==> config.mk <==
export PLATFORM = sky130hd
export DESIGN_NAME = id_ex_pipe_flat
export DESIGN_NICKNAME = d
export VERILOG_FILES = /design/src/rtl/id_ex_pipe_if.sv /design/src/rtl/id_ex_pipe.sv /design/src/flat_wrapper.sv
export SDC_FILE = /design/constraint.sdc
export NUM_CORES = 1
export LEC_CHECK = 0
export BUFFER_PORTS_ARGS = -buffer_cell sky130_fd_sc_hd__buf_2
export CORE_MARGIN = 1.5
export CORE_UTILIZATION = 42
export CTS_CLUSTER_DIAMETER = 120
export CTS_CLUSTER_SIZE = 24
export DETAILED_ROUTE_END_ITERATION = 8
export SYNTH_ARGS = -nofsm -noshare
export SYNTH_HDL_FRONTEND = slang
export SYNTH_SLANG_ARGS = --single-unit
==> constraint.sdc <==
create_clock -name clk -period 2.3 [get_ports clk]
set_input_delay 0.46 -clock clk [delete_from_list [all_inputs] [get_ports clk]]
set_output_delay 0.46 -clock clk [all_outputs]
set_load 0.05 [all_outputs]
==> src/rtl/id_ex_pipe_if.sv <==
// ID -> EX pipeline bus: ID-side handshake and payload in, EX-side handshake
// and payload out. The master drives ID_* and consumes EX_*; the slave is the
// pipeline register.
interface id_ex_pipe_if #(
    parameter int unsigned DW  = 8,
    parameter int unsigned RW  = 3,
    parameter int unsigned OPW = 4,
    parameter int unsigned IW  = 8
) ();
    // ID side
    logic           id_valid;
    logic           id_ready;
    logic [IW-1:0]  ID_instr;
    logic [OPW-1:0] ID_ALUop;
    logic           ID_regwrite;
    logic           ID_ImmLoad;
    logic [DW-1:0]  ID_regdata1;
    logic [DW-1:0]  ID_regdata2;
    logic [RW-1:0]  ID_srcreg1;
    logic [RW-1:0]  ID_srcreg2;
    logic [RW-1:0]  ID_writereg;
    logic [DW-1:0]  ID_ImmData;
    // EX side
    logic           ex_valid;
    logic           ex_ready;
    logic [IW-1:0]  EX_instr;
    logic [OPW-1:0] EX_ALUop;
    logic           EX_regwrite;
    logic           EX_ImmLoad;
    logic [DW-1:0]  EX_regdata1;
    logic [DW-1:0]  EX_regdata2;
    logic [RW-1:0]  EX_writereg;
    logic [DW-1:0]  EX_ImmData;

    modport master (
        output id_valid, ID_instr, ID_ALUop, ID_regwrite, ID_ImmLoad, ID_regdata1,
               ID_regdata2, ID_srcreg1, ID_srcreg2, ID_writereg, ID_ImmData, ex_ready,
        input  id_ready, ex_valid, EX_instr, EX_ALUop, EX_regwrite, EX_ImmLoad,
               EX_regdata1, EX_regdata2, EX_writereg, EX_ImmData
    );

    modport slave (
        input  id_valid, ID_instr, ID_ALUop, ID_regwrite, ID_ImmLoad, ID_regdata1,
               ID_regdata2, ID_srcreg1, ID_srcreg2, ID_writereg, ID_ImmData, ex_ready,
        output id_ready, ex_valid, EX_instr, EX_ALUop, EX_regwrite, EX_ImmLoad,
               EX_regdata1, EX_regdata2, EX_writereg, EX_ImmData
    );
endinterface

==> src/rtl/id_ex_pipe.sv <==
// ID/EX pipeline register built as a 2-entry skid buffer (MAIN drives EX_*,
// SKID absorbs one extra beat under backpressure). Writeback forwarding keeps
// stored operands fresh while they wait. id_ready is registered, so there is
// no combinational path from ex_ready back to the ID stage.
module id_ex_pipe #(
    parameter int unsigned DW     = 8,
    parameter int unsigned RW     = 3,
    parameter int unsigned OPW    = 4,
    parameter int unsigned IW     = 8,
    parameter bit          FWD_EN = 1'b1
) (
    input  logic          clk,
    input  logic          rst,
    id_ex_pipe_if.slave   bus,
    input  logic          flush,
    input  logic          wb_regwrite,
    input  logic [RW-1:0] wb_writereg,
    input  logic [DW-1:0] wb_data,
    output logic [15:0]   stall_cnt
);

    typedef struct packed {
        logic [IW-1:0]  instr;
        logic [OPW-1:0] aluop;
        logic           regwrite;
        logic           immload;
        logic [DW-1:0]  regdata1;
        logic [DW-1:0]  regdata2;
        logic [RW-1:0]  srcreg1;
        logic [RW-1:0]  srcreg2;
        logic [RW-1:0]  writereg;
        logic [DW-1:0]  immdata;
    } entry_t;

    typedef enum logic [1:0] {StEmpty, StOne, StFull} state_e;

    state_e      state_q;
    entry_t      main_q;
    entry_t      skid_q;
    entry_t      id_entry;
    logic        id_ready_q;
    logic        ex_valid_q;
    logic        id_xfer;
    logic [15:0] stall_cnt_q;

    // Replace each operand whose source register is being written back this edge.
    function automatic entry_t fwd(entry_t e);
        entry_t r;
        r = e;
        if (FWD_EN && wb_regwrite) begin
            if (wb_writereg == e.srcreg1) r.regdata1 = wb_data;
            if (wb_writereg == e.srcreg2) r.regdata2 = wb_data;
        end
        return r;
    endfunction

    // Pack the incoming ID payload into an entry.
    always_comb begin
        id_entry.instr    = bus.ID_instr;
        id_entry.aluop    = bus.ID_ALUop;
        id_entry.regwrite = bus.ID_regwrite;
        id_entry.immload  = bus.ID_ImmLoad;
        id_entry.regdata1 = bus.ID_regdata1;
        id_entry.regdata2 = bus.ID_regdata2;
        id_entry.srcreg1  = bus.ID_srcreg1;
        id_entry.srcreg2  = bus.ID_srcreg2;
        id_entry.writereg = bus.ID_writereg;
        id_entry.immdata  = bus.ID_ImmData;
    end

    assign id_xfer = bus.id_valid & id_ready_q;

    // Skid-buffer FSM with registered handshake outputs.
    always_ff @(posedge clk or negedge rst) begin
        if (!rst) begin
            state_q    <= StEmpty;
            main_q     <= '0;
            skid_q     <= '0;
            id_ready_q <= 1'b0;
            ex_valid_q <= 1'b0;
        end else if (flush) begin
            state_q    <= StEmpty;
            main_q     <= '0;
            skid_q     <= '0;
            id_ready_q <= 1'b1;
            ex_valid_q <= 1'b0;
        end else begin
            case (state_q)
                StEmpty: begin
                    id_ready_q <= 1'b1;
                    if (id_xfer) begin
                        main_q     <= fwd(id_entry);
                        state_q    <= StOne;
                        ex_valid_q <= 1'b1;
                    end
                end
                StOne: begin
                    if (id_xfer && bus.ex_ready) begin
                        main_q <= fwd(id_entry);
                    end else if (id_xfer) begin
                        main_q     <= fwd(main_q);
                        skid_q     <= fwd(id_entry);
                        state_q    <= StFull;
                        id_ready_q <= 1'b0;
                    end else if (bus.ex_ready) begin
                        // MAIN keeps its last contents for the held EX_* outputs.
                        state_q    <= StEmpty;
                        ex_valid_q <= 1'b0;
                    end else begin
                        main_q <= fwd(main_q);
                    end
                end
                StFull: begin
                    if (bus.ex_ready) begin
                        main_q     <= fwd(skid_q);
                        state_q    <= StOne;
                        id_ready_q <= 1'b1;
                    end else begin
                        main_q <= fwd(main_q);
                        skid_q <= fwd(skid_q);
                    end
                end
                default: begin
                    state_q    <= StEmpty;
                    id_ready_q <= 1'b1;
                    ex_valid_q <= 1'b0;
                end
            endcase
        end
    end

    // Saturating count of stalled cycles; flush deliberately leaves it alone.
    always_ff @(posedge clk or negedge rst) begin
        if (!rst) begin
            stall_cnt_q <= 16'h0000;
        end else if (ex_valid_q && !bus.ex_ready && (stall_cnt_q != 16'hFFFF)) begin
            stall_cnt_q <= stall_cnt_q + 16'h0001;
        end
    end

    assign stall_cnt       = stall_cnt_q;
    assign bus.id_ready    = id_ready_q;
    assign bus.ex_valid    = ex_valid_q;
    assign bus.EX_instr    = main_q.instr;
    assign bus.EX_ALUop    = main_q.aluop;
    // Control bits are masked so a bubble never writes or loads.
    assign bus.EX_regwrite = main_q.regwrite & ex_valid_q;
    assign bus.EX_ImmLoad  = main_q.immload & ex_valid_q;
    assign bus.EX_regdata1 = main_q.regdata1;
    assign bus.EX_regdata2 = main_q.regdata2;
    assign bus.EX_writereg = main_q.writereg;
    assign bus.EX_ImmData  = main_q.immdata;

endmodule

==> src/flat_wrapper.sv <==
// flat-port wrapper written by rule: the top's interface ports become plain ports
module id_ex_pipe_flat 
#(
    parameter int unsigned DW     = 8,
    parameter int unsigned RW     = 3,
    parameter int unsigned OPW    = 4,
    parameter int unsigned IW     = 8,
    parameter bit          FWD_EN = 1'b1
)
  (clk, rst, flush, wb_regwrite, wb_writereg, wb_data, stall_cnt, bus_id_valid, bus_ID_instr, bus_ID_ALUop, bus_ID_regwrite, bus_ID_ImmLoad, bus_ID_regdata1, bus_ID_regdata2, bus_ID_srcreg1, bus_ID_srcreg2, bus_ID_writereg, bus_ID_ImmData, bus_ex_ready, bus_id_ready, bus_ex_valid, bus_EX_instr, bus_EX_ALUop, bus_EX_regwrite, bus_EX_ImmLoad, bus_EX_regdata1, bus_EX_regdata2, bus_EX_writereg, bus_EX_ImmData);
  id_ex_pipe_if #(.DW(DW), .RW(RW), .OPW(OPW), .IW(IW)) bus_i ();
  input  logic clk;
  input  logic rst;
  input  logic flush;
  input  logic wb_regwrite;
  input  logic [RW-1:0] wb_writereg;
  input  logic [DW-1:0] wb_data;
  output logic [15:0] stall_cnt;
  input wire logic [$bits(bus_i.id_valid)-1:0] bus_id_valid;
  input wire logic [$bits(bus_i.ID_instr)-1:0] bus_ID_instr;
  input wire logic [$bits(bus_i.ID_ALUop)-1:0] bus_ID_ALUop;
  input wire logic [$bits(bus_i.ID_regwrite)-1:0] bus_ID_regwrite;
  input wire logic [$bits(bus_i.ID_ImmLoad)-1:0] bus_ID_ImmLoad;
  input wire logic [$bits(bus_i.ID_regdata1)-1:0] bus_ID_regdata1;
  input wire logic [$bits(bus_i.ID_regdata2)-1:0] bus_ID_regdata2;
  input wire logic [$bits(bus_i.ID_srcreg1)-1:0] bus_ID_srcreg1;
  input wire logic [$bits(bus_i.ID_srcreg2)-1:0] bus_ID_srcreg2;
  input wire logic [$bits(bus_i.ID_writereg)-1:0] bus_ID_writereg;
  input wire logic [$bits(bus_i.ID_ImmData)-1:0] bus_ID_ImmData;
  input wire logic [$bits(bus_i.ex_ready)-1:0] bus_ex_ready;
  output wire logic [$bits(bus_i.id_ready)-1:0] bus_id_ready;
  output wire logic [$bits(bus_i.ex_valid)-1:0] bus_ex_valid;
  output wire logic [$bits(bus_i.EX_instr)-1:0] bus_EX_instr;
  output wire logic [$bits(bus_i.EX_ALUop)-1:0] bus_EX_ALUop;
  output wire logic [$bits(bus_i.EX_regwrite)-1:0] bus_EX_regwrite;
  output wire logic [$bits(bus_i.EX_ImmLoad)-1:0] bus_EX_ImmLoad;
  output wire logic [$bits(bus_i.EX_regdata1)-1:0] bus_EX_regdata1;
  output wire logic [$bits(bus_i.EX_regdata2)-1:0] bus_EX_regdata2;
  output wire logic [$bits(bus_i.EX_writereg)-1:0] bus_EX_writereg;
  output wire logic [$bits(bus_i.EX_ImmData)-1:0] bus_EX_ImmData;
  assign bus_i.id_valid = bus_id_valid;
  assign bus_i.ID_instr = bus_ID_instr;
  assign bus_i.ID_ALUop = bus_ID_ALUop;
  assign bus_i.ID_regwrite = bus_ID_regwrite;
  assign bus_i.ID_ImmLoad = bus_ID_ImmLoad;
  assign bus_i.ID_regdata1 = bus_ID_regdata1;
  assign bus_i.ID_regdata2 = bus_ID_regdata2;
  assign bus_i.ID_srcreg1 = bus_ID_srcreg1;
  assign bus_i.ID_srcreg2 = bus_ID_srcreg2;
  assign bus_i.ID_writereg = bus_ID_writereg;
  assign bus_i.ID_ImmData = bus_ID_ImmData;
  assign bus_i.ex_ready = bus_ex_ready;
  assign bus_id_ready = bus_i.id_ready;
  assign bus_ex_valid = bus_i.ex_valid;
  assign bus_EX_instr = bus_i.EX_instr;
  assign bus_EX_ALUop = bus_i.EX_ALUop;
  assign bus_EX_regwrite = bus_i.EX_regwrite;
  assign bus_EX_ImmLoad = bus_i.EX_ImmLoad;
  assign bus_EX_regdata1 = bus_i.EX_regdata1;
  assign bus_EX_regdata2 = bus_i.EX_regdata2;
  assign bus_EX_writereg = bus_i.EX_writereg;
  assign bus_EX_ImmData = bus_i.EX_ImmData;
  id_ex_pipe #(.DW(DW), .RW(RW), .OPW(OPW), .IW(IW), .FWD_EN(FWD_EN)) u_core (.clk(clk), .rst(rst), .bus(bus_i), .flush(flush), .wb_regwrite(wb_regwrite), .wb_writereg(wb_writereg), .wb_data(wb_data), .stall_cnt(stall_cnt));
endmodule
==> qor.yml, run 1 <==
sta:
  fin_ws_ps: 165
  slew_headroom_pct: 55.0
  fin_crit_ps: 2130
  setup_viol_count_final: 0
  timing.final.crit_share_pct: 92.8
  finalMaxSlewViolations: 0
  finalSetupTns_ps: 0
  worst_slew_pin_slew_ps: 675
  hold_viol: 0
  clock_skew_ps: 10.4
  whs_ps: 48.0
  rsz0062_at_grt: "no"
  fmax_mhz: 468
flow_run:
  max-cap-violations: 0
detailed_routing:
  drtIter0Drc: 445
  vias_per_cell: 5.72
  vias: 6175
  dr.pass1.iters: 5
  drcViolationCount: 0
  ant_nets: 0
  wl_per_cell_um: 17.6
  drt-total-wl_um: 19000
synthesis:
  yosysTopAreaCell: "dfrtp_1"
  synth_area_sq_um: 6950
  synthArstFlopShare_pct: 100
  synth_common_cells: "dfrtp_1, nand2_1, nor2_1"
  synth_most_common_cell: "dfrtp_1"
  yosysWarnings: 0
  synth-edff-count: 0
  yosys.cell_types.count: 53
  synth-seq-area-share_pct: 41.1
  yosys_register_bits: 114
  synth_top_area_share_pct: 41.1
  synthTopCellsByArea: "dfrtp_1, mux2i_1, buf_4"
  syn_area_per_cell_sq_um: 8.87
  syn_nets: 852
  synth_ff_type: "dfrtp_1"
  syn_inst: 783
floorplanning:
  start_util_pct: 43.4
  dieArea_sq_um: 17300
  core_sq_um: 16000
  row_count: 46
  ios: 123
  die_h_um: 132
  dieWidth_um: 132
worst_setup_path:
  cp.required_ps: 2620
  end_kind: "flip-flop"
  slowest_stage: "dfrtp_1"
  cp-start-kind: "flip-flop"
  critPathMaxFanout: 15
  max_stage_delay_ps: 380
  arrival_ps: 2460
  path_class: "flip-flop to flip-flop"
  crit_chain: "inv_1 -> ha_1 -> buf_4 -> o21bai_1 -> a22oi_2 -> o32ai_4 -> clkbuf_16 -> nor2_1 -> a211oi_1"
clock_tree:
  cts_sinks: 114
  cts_made_buffers: 17
  cts_tree: "done"
  hold_buffers: 0
  clockBufferDepth: 2
  insertion_delay_ps: 420
  cts_max_level: 4
  path_clk_slew_ps: 60
  root_buffer: "clkbuf_16"
hold_path:
  min_path_type: "input port to asynchronous set/reset pin"
pwr:
  cellLeakagePower_nw: 3.75
  p_per_area_nw_per_um2: 837
  ir_drop_v: 0.000555
place:
  post-place-ws_ps: 128
  gp_congestion: 0.861
  dp_cells: 1045
  numPortBuffers: 122
  hpwl_um: 12300
  placed_area_sq_um: 7480
grt:
  grt_pass1_vias: 6108
  track_usage_pct: 22.1
  grt_max_degree: 73
  grt_antenna_before_repair: 0
  grt.overflow.total: 0
  grt_pass1_wl_um: 30900
final_layout:
  final_cell_count_no_fill: 1079
  area_delta_synth_final_pct: 16.1
  n_antenna_cell: 0
  drive_gt1_share_pct: 22.7
  design_area_sq_um: 8070
  fillers: 1531
  final_nets: 919
run_status:
  status: "complete, no violations"
## layout by cell type, fill, tap and decap left out, types with 4 or more instances in the layout
cell and count:
and2_1 5, a22oi_1 31, o22a_1 10, a211oi_1 33, xor2_1 13, buf_12 6, a31oi_1 32, clkinvlp_4 5
nand3_1 24, buf_2 121, and3_1 6, ha_1 4, o221ai_1 5, a21oi_1 47, clkbuf_16 19, inv_6 4
dfrtp_1 114, nand2_1 83, nor2_1 80, mux2i_1 47, o21ai_0 33, xnor2_1 20, a32oi_1 5, inv_1 29
buf_4 23, o21ai_1 12, nand4_1 4
## power by group
group | switching (W) | leakage [nW] | internal, W | total, W
Clock | 0.00100 | 0.250 | 0.00138 | 0.00239
Sequential | 0.000164 | 1.54 | 0.00222 | 0.00238
Combinational | 0.00137 | 1.97 | 0.000605 | 0.00198
## stage by stage
step / total power, W / utilization (%)
finish: 0.00675 / 50.4
global route: 0.00708 / 50.4
CTS: 0.00676 / 50.1
detailed placement: 0.00433 / 46.7
global placement: 0.00428 / 46.7
floorplan: 0.00394 / -
## cell type report
class | instances | area [sq um] | area share (%)
Multi-Input combinational cell | 535 | 3340 | 41.5
Tap cell | 216 | 270 | 3.35
Timing Repair Buffer | 152 | 948 | 11.8
Sequential cell | 114 | 2850 | 35.4
Clock buffer | 18 | 429 | 5.32
Inverter | 30 | 113 | 1.40
Clock inverter | 14 | 109 | 1.35
## per-layer routing
layer,global-route usage [%],part of all wire (%),vias up
met5,0,0,-
met4,8.89,2.0,0
met3,5.56,6.3,31
met2,35.1,48,263
met1,28.7,44,3007
li1,-,-,2874
## what timing repair did
action                     CTS  global route
setup endpoints to repair    0            33
gates resized for setup      0             1
setup buffers                0             0
## flip-flops by register name, summed over array words and instances (netlist names)
name                    flops
u_core.bus.EX_ALUop         4
u_core.bus.EX_ImmData       8
u_core.bus.EX_instr         8
u_core.bus.EX_regdata1      8
u_core.bus.EX_regdata2      8
u_core.bus.EX_writereg      3
u_core.bus.ex_valid         1
u_core.bus.id_ready         1
u_core.main_q               8
u_core.skid_q              47
u_core.stall_cnt           16
u_core.state_q              2
## critical path, delay by kind of cell (launching register included)
family | cells | cell delay (ps)
compound gates | 4 | 730
buf+inv | 3 | 580
flops | 1 | 380
fa+ha+maj | 1 | 300
simple gates | 1 | 50
## final timing paths
kind / from / endpoint / slack [ps] / depth (start not counted)
min in group clk: bus_ID_ImmData[2] / u_core.skid_q[2]$_DFFE_PN0P_ / 280 / 3
setup reg to reg: u_core.state_q[0]$_DFFE_PN0P_ / u_core.bus.EX_instr[6]$_DFFE_PN0P_ / 170 / 9
hold reg to reg: u_core.stall_cnt[7]$_DFFE_PN0P_ / u_core.stall_cnt[7]$_DFFE_PN0P_ / 480 / 1
setup / recovery: u_core.state_q[0]$_DFFE_PN0P_ / u_core.bus.EX_instr[6]$_DFFE_PN0P_ / 170 / 9
max in group asynchronous: rst / u_core.stall_cnt[7]$_DFFE_PN0P_ / 1730 / 2
hold / removal: rst / u_core.bus.EX_instr[0]$_DFFE_PN0P_ / 50 / 2
## kinds of logic (layout without fill, tap and decap cells)
group / count (synthesis) / in the layout / synth area share [%]
adder cells (fa/ha/maj): 5 / 5 / 0.901
flip-flops: 114 / 114 / 41.1
AO/OA/AOI/OAI: 223 / 223 / 21.2
XOR/XNOR: 33 / 33 / 4.16
buffers and inverters: 134 / 214 / 11.0
AND/OR/NAND/NOR: 225 / 225 / 14.6
multiplexers: 49 / 49 / 7.10
No activity file was read; power rests on OpenSTA's default activity.
==> inputs of run 2 (changes only) <==
Clock period 2.3 ns to 2.38 ns, I/O delays scaled along.
==> run 2 against run 1 <==
Compared with the run above: cell area about the same; critical path depth fell by 2; non-clock buffer count stayed put; via count down 2.0%; first-iteration DRC count fell by 2.5%; maximum frequency barely moved; cell count unchanged; worst setup slack better by 81 ps; sequential power decreased by 3%; largest cell class unchanged; hold slack got worse by 22 ps.
==> qor.yml, run 2 (synthesized netlist as in run 1, its figures left out) <==
floorplanning:
  die_h_um: 132
  dieArea_sq_um: 17300
  core_sq_um: 16000
  ios: 123
  dieWidth_um: 132
  row_count: 46
  start_util_pct: 43.4
hold_path:
  min_path_type: "input port to asynchronous set/reset pin"
worst_setup_path:
  worst-path-buf-inv: 2
  critPathMaxFanout: 41
  path_class: "flip-flop to flip-flop"
  cp-start-kind: "flip-flop"
  cp.required_ps: 2700
  crit_chain: "inv_1 -> ha_1 -> buf_4 -> nor2_1 -> mux2i_1 -> a31oi_1 -> o21ai_0"
  end_kind: "flip-flop"
  slowest_stage: "buf_4"
  cpLargestDelayFamily: "buffers and inverters"
  max_stage_delay_ps: 430
  arrival_ps: 2450
sta:
  rsz0062_at_grt: "no"
  timing.final.crit_share_pct: 89.7
  finalMaxSlewViolations: 0
  slew_headroom_pct: 53.8
  hold_viol: 0
  worst_slew_pin_slew_ps: 693
  setup_viol_count_final: 0
  fin_crit_ps: 2130
  clock_skew_ps: 7.20
  finalSetupTns_ps: 0
  fmax_mhz: 469
flow_run:
  max-cap-violations: 0
clock_tree:
  insertion_delay_ps: 420
  path_clk_slew_ps: 50
  post-cts-setup-buffer-count: 0
  cts_sinks: 114
  cts_made_buffers: 17
  cts_resized: 0
  hold_buffers: 0
  cts_tree: "done"
  clockBufferDepth: 2
  cts_max_level: 4
  root_buffer: "clkbuf_16"
final_layout:
  final_cell_mix: "buf_2, dfrtp_1, nand2_1"
  final_common_cell: "buf_2"
  final_nets: 919
  n_antenna_cell: 0
  design_area_sq_um: 8070
  largest_register_ffs: 47
  regMostFlops: "u_core.skid_q"
  drive_gt1_share_pct: 22.7
  area_delta_synth_final_pct: 16.2
place:
  gp_congestion: 0.820
  numPortBuffers: 122
  hpwl_um: 12500
  placed_area_sq_um: 7470
grt:
  track_usage_pct: 22.4
  grt_antenna_before_repair: 1
  grt_pass1_vias: 6124
  grt_max_degree: 63
  grt.overflow.total: 0
  grt_pass1_wl_um: 31300
pwr:
  cellLeakagePower_nw: 3.76
  ir_drop_v: 0.000515
  p_per_area_nw_per_um2: 840
detailed_routing:
  dr.pass1.iters: 5
  vias: 6053
  drcViolationCount: 0
  ant_nets: 0
  drt-total-wl_um: 18800
  wl_per_cell_um: 17.4
  vias_per_cell: 5.61
  drtIter0Drc: 434
run_status:
  status: "complete, no violations"
run 2: cell count changes in the layout (fill, tap and decap cells not counted), sizes merged:
cell and change:
clkinv -2, clkinvlp +2, buf +2, bufinv +3, inv -4, clkbuf -1
run 2: worst paths after layout:
path                            depth (start not counted)                             from                                    end  slack (ps)
min in group clk                                        3                  bus_ID_ALUop[1]          u_core.skid_q[36]$_DFFE_PN0P_         290
max in group asynchronous                               2                              rst  u_core.bus.EX_regdata2[7]$_DFFE_PN0P_        1580
worst max-delay path                                    7    u_core.state_q[0]$_DFFE_PN0P_          u_core.skid_q[28]$_DFFE_PN0P_         250
worst min-delay path                                    1                              rst     u_core.bus.EX_instr[0]$_DFFE_PN0P_          30
worst max register to register                          7    u_core.state_q[0]$_DFFE_PN0P_          u_core.skid_q[28]$_DFFE_PN0P_         250
worst min register to register                          1  u_core.stall_cnt[7]$_DFFE_PN0P_        u_core.stall_cnt[7]$_DFFE_PN0P_         480
run 2: power by group:
part | internal, W | switching [W] | total (W) | leakage, nW
clock | 0.00167 | 0.000939 | 0.00261 | 0.273
combinational | 0.000566 | 0.00131 | 0.00187 | 1.95
sequential | 0.00214 | 0.000159 | 0.00230 | 1.54
run 2: layout make-up:
class                   count  area, sq um
clock inverters            13          161
inverters                  30          113
flip-flops and latches    114         2850
multi-input cells         535         3340
well taps                 216          270
fillers                  1558         7930
clock buffers              19          443
repair buffers            152          888
run 2: stage by stage:
step | setup slack [ps] | hold WS, ps | power, W | instances | utilization [%]
finish | 246 | 26.1 | 0.00678 | 1079 | 50.5
global route | 13.1 | 65.2 | 0.00709 | 1079 | 50.5
CTS | 142 | 30.7 | 0.00683 | 1079 | 50.4
detailed placement | 154 | 483 | 0.00420 | 1047 | 46.7
global placement | 303 | 472 | 0.00414 | 1047 | 46.7
floorplan | 237 | 180 | 0.00381 | 783 | -
run 2: per-layer routing:
layer | GRT usage, % | vias to the layer above | part of all wire [%]
li1 | - | 2878 | -
met5 | 0 | - | 0.053
met1 | 29.2 | 2924 | 44
met3 | 4.82 | 30 | 6.7
met4 | 8.21 | 2 | 1.7
met2 | 36.5 | 219 | 48
